==> src/rtl/cache_line_mem_ctrl_pkg.sv <==
// Shared types for the cache miss/refill controller.
// Line, word and address widths plus the controller state encoding.
package cache_mem_pkg;

    localparam int LINE_WIDTH      = 128;
    localparam int WORD_WIDTH      = 32;
    localparam int WORDS_PER_LINE  = 4;
    localparam int WORD_SEL_BITS   = 2;
    localparam int ADDR_WIDTH      = 10;
    localparam int LINE_ADDR_WIDTH = ADDR_WIDTH - WORD_SEL_BITS;

    typedef enum logic [2:0] {
        IDLE,
        WB_WORD,
        WB_GAP,
        RD_LINE,
        RD_GAP,
        DONE
    } state_t;

    typedef logic [LINE_ADDR_WIDTH-1:0] line_addr_t;
    typedef logic [WORD_WIDTH-1:0]      word_t;
    typedef logic [LINE_WIDTH-1:0]      line_t;
    typedef logic [WORD_SEL_BITS-1:0]   word_idx_t;
    typedef logic [ADDR_WIDTH-1:0]      mem_addr_t;

    function automatic mem_addr_t word_addr(line_addr_t line, word_idx_t idx);
        return {line, idx};
    endfunction

endpackage

==> src/rtl/cache_line_mem_ctrl_if.sv <==
// Cache-side request/fill bundle and memory-side bus bundle.
// master drives the request (cache) or the bus (controller).
interface cache_req_if;
    import cache_mem_pkg::*;

    logic       req_valid;
    logic       req_ready;
    logic       req_wb;
    line_addr_t req_fill_addr;
    line_addr_t req_victim_addr;
    line_t      req_victim_data;
    logic       fill_valid;
    line_t      fill_data;
    line_addr_t fill_addr;
    logic       err;

    modport master (
        output req_valid, req_wb, req_fill_addr,
        output req_victim_addr, req_victim_data,
        input  req_ready, fill_valid, fill_data, fill_addr, err
    );

    modport slave (
        input  req_valid, req_wb, req_fill_addr,
        input  req_victim_addr, req_victim_data,
        output req_ready, fill_valid, fill_data, fill_addr, err
    );
endinterface

interface mem_bus_if;
    import cache_mem_pkg::*;

    logic      mem_rd;
    logic      mem_wr;
    mem_addr_t mem_addr;
    word_t     mem_wdata;
    line_t     mem_rdata;
    logic      mem_data_ready;

    modport master (
        output mem_rd, mem_wr, mem_addr, mem_wdata,
        input  mem_rdata, mem_data_ready
    );

    modport slave (
        input  mem_rd, mem_wr, mem_addr, mem_wdata,
        output mem_rdata, mem_data_ready
    );
endinterface

==> src/rtl/cache_line_mem_ctrl_timer.sv <==
// Per-access watchdog: clearable, loadable cycle counter.
// expired flags the enabled cycle whose increment reaches LIMIT.
module mem_access_timer #(
    parameter int WIDTH = 7,
    parameter int LIMIT = 63
) (
    input  logic             clock,
    input  logic             reset,
    input  logic             clear,
    input  logic             load,
    input  logic [WIDTH-1:0] load_val,
    input  logic             enable,
    output logic             expired
);
    logic [WIDTH-1:0] count;

    // count cycles spent waiting on the memory
    always_ff @(posedge clock or negedge reset) begin
        if (!reset) begin
            count <= '0;
        end else if (clear) begin
            count <= '0;
        end else if (load) begin
            count <= load_val;
        end else if (enable) begin
            count <= count + WIDTH'(1);
        end
    end

    assign expired = enable && (count == WIDTH'(LIMIT - 1));

endmodule

==> src/rtl/cache_line_mem_ctrl.sv <==
// Miss/refill controller: optional 4-word victim writeback, then
// one bulk line read; returns the line or an error on timeout.
module cache_line_mem_ctrl
    import cache_mem_pkg::*;
#(
    parameter int TIMEOUT_CYCLES = 64,
    parameter int TO_BITS        = 7
) (
    input logic        clock,
    input logic        reset,
    cache_req_if.slave req,
    mem_bus_if.master  mem
);
    state_t     state, nxt_state;
    logic       ready_q, nxt_ready;
    logic       rd_q, nxt_rd;
    logic       wr_q, nxt_wr;
    logic       fv_q, nxt_fv;
    logic       err_q, nxt_err;
    mem_addr_t  addr_q, nxt_addr;
    word_t      wdata_q, nxt_wdata;
    line_t      fdata_q, nxt_fdata;
    line_addr_t faddr_q, nxt_faddr;
    line_addr_t vaddr_q, nxt_vaddr;
    line_t      vdata_q, nxt_vdata;
    word_idx_t  idx_q, nxt_idx;
    logic       t_clear, t_en, t_exp;

    mem_access_timer #(
        .WIDTH (TO_BITS),
        .LIMIT (TIMEOUT_CYCLES - 1)
    ) u_timer (
        .clock    (clock),
        .reset    (reset),
        .clear    (t_clear),
        .load     (1'b0),
        .load_val ('0),
        .enable   (t_en),
        .expired  (t_exp)
    );

    // state register
    always_ff @(posedge clock or negedge reset) begin
        if (!reset) state <= IDLE;
        else        state <= nxt_state;
    end

    // next state and next values of every registered output
    always_comb begin
        nxt_state = state;
        nxt_ready = 1'b0;
        nxt_rd    = 1'b0;
        nxt_wr    = 1'b0;
        nxt_fv    = 1'b0;
        nxt_err   = 1'b0;
        nxt_addr  = addr_q;
        nxt_wdata = wdata_q;
        nxt_fdata = fdata_q;
        nxt_faddr = faddr_q;
        nxt_vaddr = vaddr_q;
        nxt_vdata = vdata_q;
        nxt_idx   = idx_q;
        t_clear   = 1'b0;
        t_en      = 1'b0;
        unique case (state)
            IDLE: begin
                nxt_ready = 1'b1;
                if (req.req_valid) begin
                    nxt_ready = 1'b0;
                    nxt_faddr = req.req_fill_addr;
                    nxt_vaddr = req.req_victim_addr;
                    nxt_vdata = req.req_victim_data;
                    t_clear   = 1'b1;
                    if (req.req_wb) begin
                        nxt_state = WB_WORD;
                        nxt_idx   = '0;
                        nxt_wr    = 1'b1;
                        nxt_addr  = word_addr(req.req_victim_addr, '0);
                        nxt_wdata = req.req_victim_data[WORD_WIDTH-1:0];
                    end else begin
                        nxt_state = RD_LINE;
                        nxt_rd    = 1'b1;
                        nxt_addr  = word_addr(req.req_fill_addr, '0);
                    end
                end
            end
            WB_WORD: begin
                t_en = !mem.mem_data_ready;
                if (mem.mem_data_ready) begin
                    nxt_state = WB_GAP;
                end else if (t_exp) begin
                    nxt_state = DONE;
                    nxt_err   = 1'b1;
                end else begin
                    nxt_wr = 1'b1;
                end
            end
            WB_GAP: begin
                t_clear = 1'b1;
                if (idx_q == word_idx_t'(WORDS_PER_LINE - 1)) begin
                    nxt_state = RD_LINE;
                    nxt_rd    = 1'b1;
                    nxt_addr  = word_addr(faddr_q, '0);
                end else begin
                    nxt_state = WB_WORD;
                    nxt_idx   = idx_q + 2'd1;
                    nxt_wr    = 1'b1;
                    nxt_addr  = word_addr(vaddr_q, nxt_idx);
                    nxt_wdata = vdata_q[nxt_idx*WORD_WIDTH +: WORD_WIDTH];
                end
            end
            RD_LINE: begin
                t_en = !mem.mem_data_ready;
                if (mem.mem_data_ready) begin
                    nxt_state = RD_GAP;
                    nxt_fv    = 1'b1;
                    nxt_fdata = mem.mem_rdata;
                end else if (t_exp) begin
                    nxt_state = DONE;
                    nxt_err   = 1'b1;
                end else begin
                    nxt_rd = 1'b1;
                end
            end
            RD_GAP: begin
                nxt_state = DONE;
            end
            DONE: begin
                nxt_state = IDLE;
                nxt_ready = 1'b1;
            end
            default: begin
                nxt_state = IDLE;
                nxt_ready = 1'b1;
            end
        endcase
    end

    // registered outputs and latched request
    always_ff @(posedge clock or negedge reset) begin
        if (!reset) begin
            ready_q <= 1'b1;
            rd_q    <= 1'b0;
            wr_q    <= 1'b0;
            fv_q    <= 1'b0;
            err_q   <= 1'b0;
            addr_q  <= '0;
            wdata_q <= '0;
            fdata_q <= '0;
            faddr_q <= '0;
            vaddr_q <= '0;
            vdata_q <= '0;
            idx_q   <= '0;
        end else begin
            ready_q <= nxt_ready;
            rd_q    <= nxt_rd;
            wr_q    <= nxt_wr;
            fv_q    <= nxt_fv;
            err_q   <= nxt_err;
            addr_q  <= nxt_addr;
            wdata_q <= nxt_wdata;
            fdata_q <= nxt_fdata;
            faddr_q <= nxt_faddr;
            vaddr_q <= nxt_vaddr;
            vdata_q <= nxt_vdata;
            idx_q   <= nxt_idx;
        end
    end

    assign req.req_ready  = ready_q;
    assign req.fill_valid = fv_q;
    assign req.fill_data  = fdata_q;
    assign req.fill_addr  = faddr_q;
    assign req.err        = err_q;
    assign mem.mem_rd     = rd_q;
    assign mem.mem_wr     = wr_q;
    assign mem.mem_addr   = addr_q;
    assign mem.mem_wdata  = wdata_q;

endmodule

==> src/flat_wrapper.sv <==
// flat-port wrapper written by rule: the top's interface ports become plain ports
module cache_line_mem_ctrl_flat import cache_mem_pkg::*;
#(
    parameter int TIMEOUT_CYCLES = 64,
    parameter int TO_BITS        = 7
)
  (clock, reset, req_req_valid, req_req_wb, req_req_fill_addr, req_req_victim_addr, req_req_victim_data, req_req_ready, req_fill_valid, req_fill_data, req_fill_addr, req_err, mem_mem_rd, mem_mem_wr, mem_mem_addr, mem_mem_wdata, mem_mem_rdata, mem_mem_data_ready);
  cache_req_if req_i ();
  mem_bus_if mem_i ();
  input logic clock;
  input logic reset;
  input wire logic [$bits(req_i.req_valid)-1:0] req_req_valid;
  input wire logic [$bits(req_i.req_wb)-1:0] req_req_wb;
  input wire logic [$bits(req_i.req_fill_addr)-1:0] req_req_fill_addr;
  input wire logic [$bits(req_i.req_victim_addr)-1:0] req_req_victim_addr;
  input wire logic [$bits(req_i.req_victim_data)-1:0] req_req_victim_data;
  output wire logic [$bits(req_i.req_ready)-1:0] req_req_ready;
  output wire logic [$bits(req_i.fill_valid)-1:0] req_fill_valid;
  output wire logic [$bits(req_i.fill_data)-1:0] req_fill_data;
  output wire logic [$bits(req_i.fill_addr)-1:0] req_fill_addr;
  output wire logic [$bits(req_i.err)-1:0] req_err;
  output wire logic [$bits(mem_i.mem_rd)-1:0] mem_mem_rd;
  output wire logic [$bits(mem_i.mem_wr)-1:0] mem_mem_wr;
  output wire logic [$bits(mem_i.mem_addr)-1:0] mem_mem_addr;
  output wire logic [$bits(mem_i.mem_wdata)-1:0] mem_mem_wdata;
  input wire logic [$bits(mem_i.mem_rdata)-1:0] mem_mem_rdata;
  input wire logic [$bits(mem_i.mem_data_ready)-1:0] mem_mem_data_ready;
  assign req_i.req_valid = req_req_valid;
  assign req_i.req_wb = req_req_wb;
  assign req_i.req_fill_addr = req_req_fill_addr;
  assign req_i.req_victim_addr = req_req_victim_addr;
  assign req_i.req_victim_data = req_req_victim_data;
  assign req_req_ready = req_i.req_ready;
  assign req_fill_valid = req_i.fill_valid;
  assign req_fill_data = req_i.fill_data;
  assign req_fill_addr = req_i.fill_addr;
  assign req_err = req_i.err;
  assign mem_mem_rd = mem_i.mem_rd;
  assign mem_mem_wr = mem_i.mem_wr;
  assign mem_mem_addr = mem_i.mem_addr;
  assign mem_mem_wdata = mem_i.mem_wdata;
  assign mem_i.mem_rdata = mem_mem_rdata;
  assign mem_i.mem_data_ready = mem_mem_data_ready;
  cache_line_mem_ctrl #(.TIMEOUT_CYCLES(TIMEOUT_CYCLES), .TO_BITS(TO_BITS)) u_core (.clock(clock), .reset(reset), .req(req_i), .mem(mem_i));
endmodule
==> config.mk <==
export PLATFORM = sky130hd
export DESIGN_NAME = cache_line_mem_ctrl_flat
export DESIGN_NICKNAME = d
export VERILOG_FILES = /design/src/rtl/cache_line_mem_ctrl_pkg.sv /design/src/rtl/cache_line_mem_ctrl_if.sv /design/src/rtl/cache_line_mem_ctrl_timer.sv /design/src/rtl/cache_line_mem_ctrl.sv /design/src/flat_wrapper.sv
export SDC_FILE = /design/constraint.sdc
export NUM_CORES = 1
export LEC_CHECK = 0
export CORE_ASPECT_RATIO = 1.5
export CORE_UTILIZATION = 24
export CTS_CLUSTER_SIZE = 16
export DETAILED_ROUTE_END_ITERATION = 7
export PLACE_DENSITY = 0.59
export SETUP_SLACK_MARGIN = 0.3
export SLEW_MARGIN = 30
export SYNTH_ARGS = -nofsm -noshare
export SYNTH_HDL_FRONTEND = slang
export SYNTH_SLANG_ARGS = --single-unit
==> constraint.sdc <==
create_clock -name clock -period 2.77 [get_ports clock]
set_input_delay 0.831 -clock clock [delete_from_list [all_inputs] [get_ports clock]]
set_output_delay 0.831 -clock clock [all_outputs]
set_load 0.03 [all_outputs]
==> run summary <==
DRC Markers: 0
First-pass GRT wire length: 70320 um
Number of top-level pins: 460
Die width: 197.2 um
Total die area: 58110 um^2
Fin Setup TNS: 0 ns
Total number of yosys warnings: 0
CP top delay family: buffers and inverters
Yosys top cell by area: sky130_fd_sc_hd__dfrtp_1
Drt pass-1 iters: 6
Number of rows in the core area: 106
Xor and xnor fraction of the mapped netlist area: 0.1278%
Placer Congestion: 0.8070
Total count of max-transition violations in the final report: 0
Clock tree from TritonCTS: built
Tightest slew margin relative to the limit: 52.89%
Max H-tree Level: 2
Simple logic cell fraction of the synthesized area: 11.90%
Clk pin slew, worst setup/hold paths: 0.06 ns
Critical path depth in cells: 1
Yosys cell types: 45
Overall global routing resource usage: 16.03%
Leading cell types in the layout, fill and taps excluded: 387 x sky130_fd_sc_hd__nand2_1, 338 x sky130_fd_sc_hd__clkdlybuf4s50_1, 329 x sky130_fd_sc_hd__dfrtp_1
Post-synth ARST share: 100.0%
Vias in the first global route: 11650
Crit-path max cell delay: 0.68 ns
Path category of the worst min-delay check: input pin to asynchronous set/reset pin
Grt total ovfl: 0
Number of hold violations in the final report: 0
Most frequently used flop master after synthesis: sky130_fd_sc_hd__dfrtp_1
Critical setup path kind: register to primary output
Peak ir drop on the vdd network: 583.1 uV
Sequence of cells on the critical path: clkdlybuf4s50_1
Top cell type's share of synthesized area: 60.23%
Total wire length after detailed routing: 46300 um
Initial Utilization: 24.44%
Final worst path period share: 87.00%
Share of layout cells above drive strength 1: 16.14%
Post-CTS Hold Fix Bufs: 0
Leakage power of the design: 9.736 nW
Power after layout: 0.02548 W
Vertical extent of the die: 294.7 um
Fillers: 5536
Critical Path Sink Type: primary output
IO buf count: 459
Non-Filler Instances: 2406
Area growth, synth to finish: 52.13%
Initial detailed-routing violation count: 202
Element type at the critical path start: register
Standard cell core area: 56100 um^2
Sequential area share after synthesis: 60.42%
Ratio of routed vias to standard cells: 4.375
Skew-Pair Late Insertion Delay: 0.54 ns
Post-placement cell count: 2337
Mux cell area share after synthesis: 18.63%
Average instance area after synthesis: 12.05 um^2
CTS Root Buffer Type: sky130_fd_sc_hd__clkbuf_16
Max-cap check violation count: 0
Slowest-stage cell, CP: sky130_fd_sc_hd__clkdlybuf4s50_1
CP arrival: 1.58 ns
Post-route ant nets: 0
Commonest non-fill, non-tap cell in the layout: sky130_fd_sc_hd__nand2_1
Count of nets after finishing: 1900
CP Buf/Inv Count: 1
CP required: 1.94 ns
Sinks on the clock net: 331
Least-Margin Pin Slew: 0.7066 ns
Number of standard cells after synthesis: 1138
Area share of fa/ha/maj cells after synthesis: 0.2738%
Final worst clock skew: 0.01506 ns
Final setup violation count: 0
Half-perimeter wire length of the detailed placement result: 33170 um
Largest fanout on the critical path: 2
R2r worst-path depth: 5
Synthesized net count: 1418
RSZ-0062 raised after global routing: false
Netlist Area Pre-Place: 13710 um^2
Pin count of the biggest net entering global routing: 72
Register-to-register setup slack: 0.83 ns
Routed len/inst: 19.24 um
Largest family of logic cells by synthesized area: multiplexers
Total via count after detailed routing: 10530
Area fraction in compound gates after synthesis: 5.631%
Clock buffer count from CTS: 37
Fmax achieved: 414.9 MHz
Post-synthesis register bit count: 331
Status: finished clean
Number of enable flip-flop cells after synthesis: 0
Minimum clock period after layout: 2.410 ns
Power per unit of standard cell area: 1221 nW/um^2
Maximum count of clock buffers along a single path: 3
Leading cell types by total area after synthesis: sky130_fd_sc_hd__dfrtp_1 60%, sky130_fd_sc_hd__nand2_1 11%, sky130_fd_sc_hd__mux2_2 8.3%, sky130_fd_sc_hd__mux4_2 5.3%, sky130_fd_sc_hd__mux2_1 4.9%
Number of antenna violations at the first check in global routing: 5
[path summary, 6_finish.rpt]
kind | startpoint | endpoint
worst max-delay path | u_core.mem.mem_wdata[10] | mem_mem_wdata[10]
worst min-delay path | reset | u_core.mem.mem_wdata[19]
worst max register to register | u_core.idx_q[0] | u_core.mem.mem_wdata[8]
worst min register to register | u_core.req.fill_data[2] | u_core.req.fill_data[2]
max in group asynchronous | reset | u_core.req.req_ready
min in group clock | u_core.req.fill_data[2] | u_core.req.fill_data[2]
[metal layers]
layer	up-vias	GRT usage, %	routed length (um)
li1	4850	-	-
met4	4	4.991	1114
met3	68	5.504	4192
met5	-	0	29
met2	421	28.93	23710
met1	5184	17.44	17260
[kinds of logic (layout without fill, tap and decap cells)]
group	Yosys count	after routing
muxes	195	195
AOI/OAI and AO/OA	111	111
xor gates and xnor gates	2	2
buffers and inverters	80	590
DFF	331	331
and+or+nand+nor	416	416
other	0	2
adders and majority gates	3	3
[report_power, final]
group | internal [W] | switching [W]
sequential | 0.00719 | 0.00131
clock | 0.00314 | 0.00208
combinational | 0.00529 | 0.00647
[area by class of cell]
class,count,area (um^2),share of cell area [%]
inverter,4,17.52,0.08398
clock buffer,52,1095,5.249
clock inverter,15,190.2,0.9118
antenna,2,5.005,0.02400
sequential,331,8285,39.72
multi-input combinational,727,5030,24.12
tap,756,945.9,4.535
timing repair buffer,519,5289,25.36
[synth_stat cells (all sizes together) (2+ instances only)]
cell,instances
a21oi,14
a2bb2oi,32
a32o,2
buf,53
clkbuf,23
dfrtp,330
ha,3
inv,4
mux2,161
mux2i,2
mux4,32
nand2,387
nand2b,3
nor2,9
nor2b,2
nor3,2
o21ai,7
o22ai,49
or3,3
or3b,3
[state kept, by name, summed over array words and instances (netlist names)]
register               flops
u_core.req.fill_addr       8
u_core.req.fill_valid      1
u_core.u_timer.count       7
u_core.req.err             1
u_core.mem.mem_wr          1
u_core.vaddr_q             8
u_core.vdata_q           128
u_core.mem.mem_wdata      32
u_core.idx_q               2
u_core.req.fill_data     128
u_core.state               3
u_core.mem.mem_rd          1
u_core.mem.mem_addr       10
u_core.req.req_ready       1
[what timing repair did]
| action | CTS | global route |
|---|---|---|
| gates cloned | 0 | 0 |
| resized for setup | 73 | 47 |
| pin swaps | 0 | 0 |
| endpoints found under the setup margin | 73 | 47 |
| setup buffers | 0 | 0 |
[stage by stage]
step           utilization (%)  cell area [um^2]  setup WS [ns]  hold slack, ns
3_3_place_gp             34.83             19540        0.08100          0.4568
4_1_cts                  36.96             20730         0.3007          0.2934
5_1_grt                  37.17             20860         0.3004          0.3103
6_report                 37.18             20860         0.3600          0.2908
2_1_floorplan                -             13710         0.8537          0.4427
3_5_place_dp             34.83             19540        0.06258          0.4619
(Power assumes the default switching activity.)
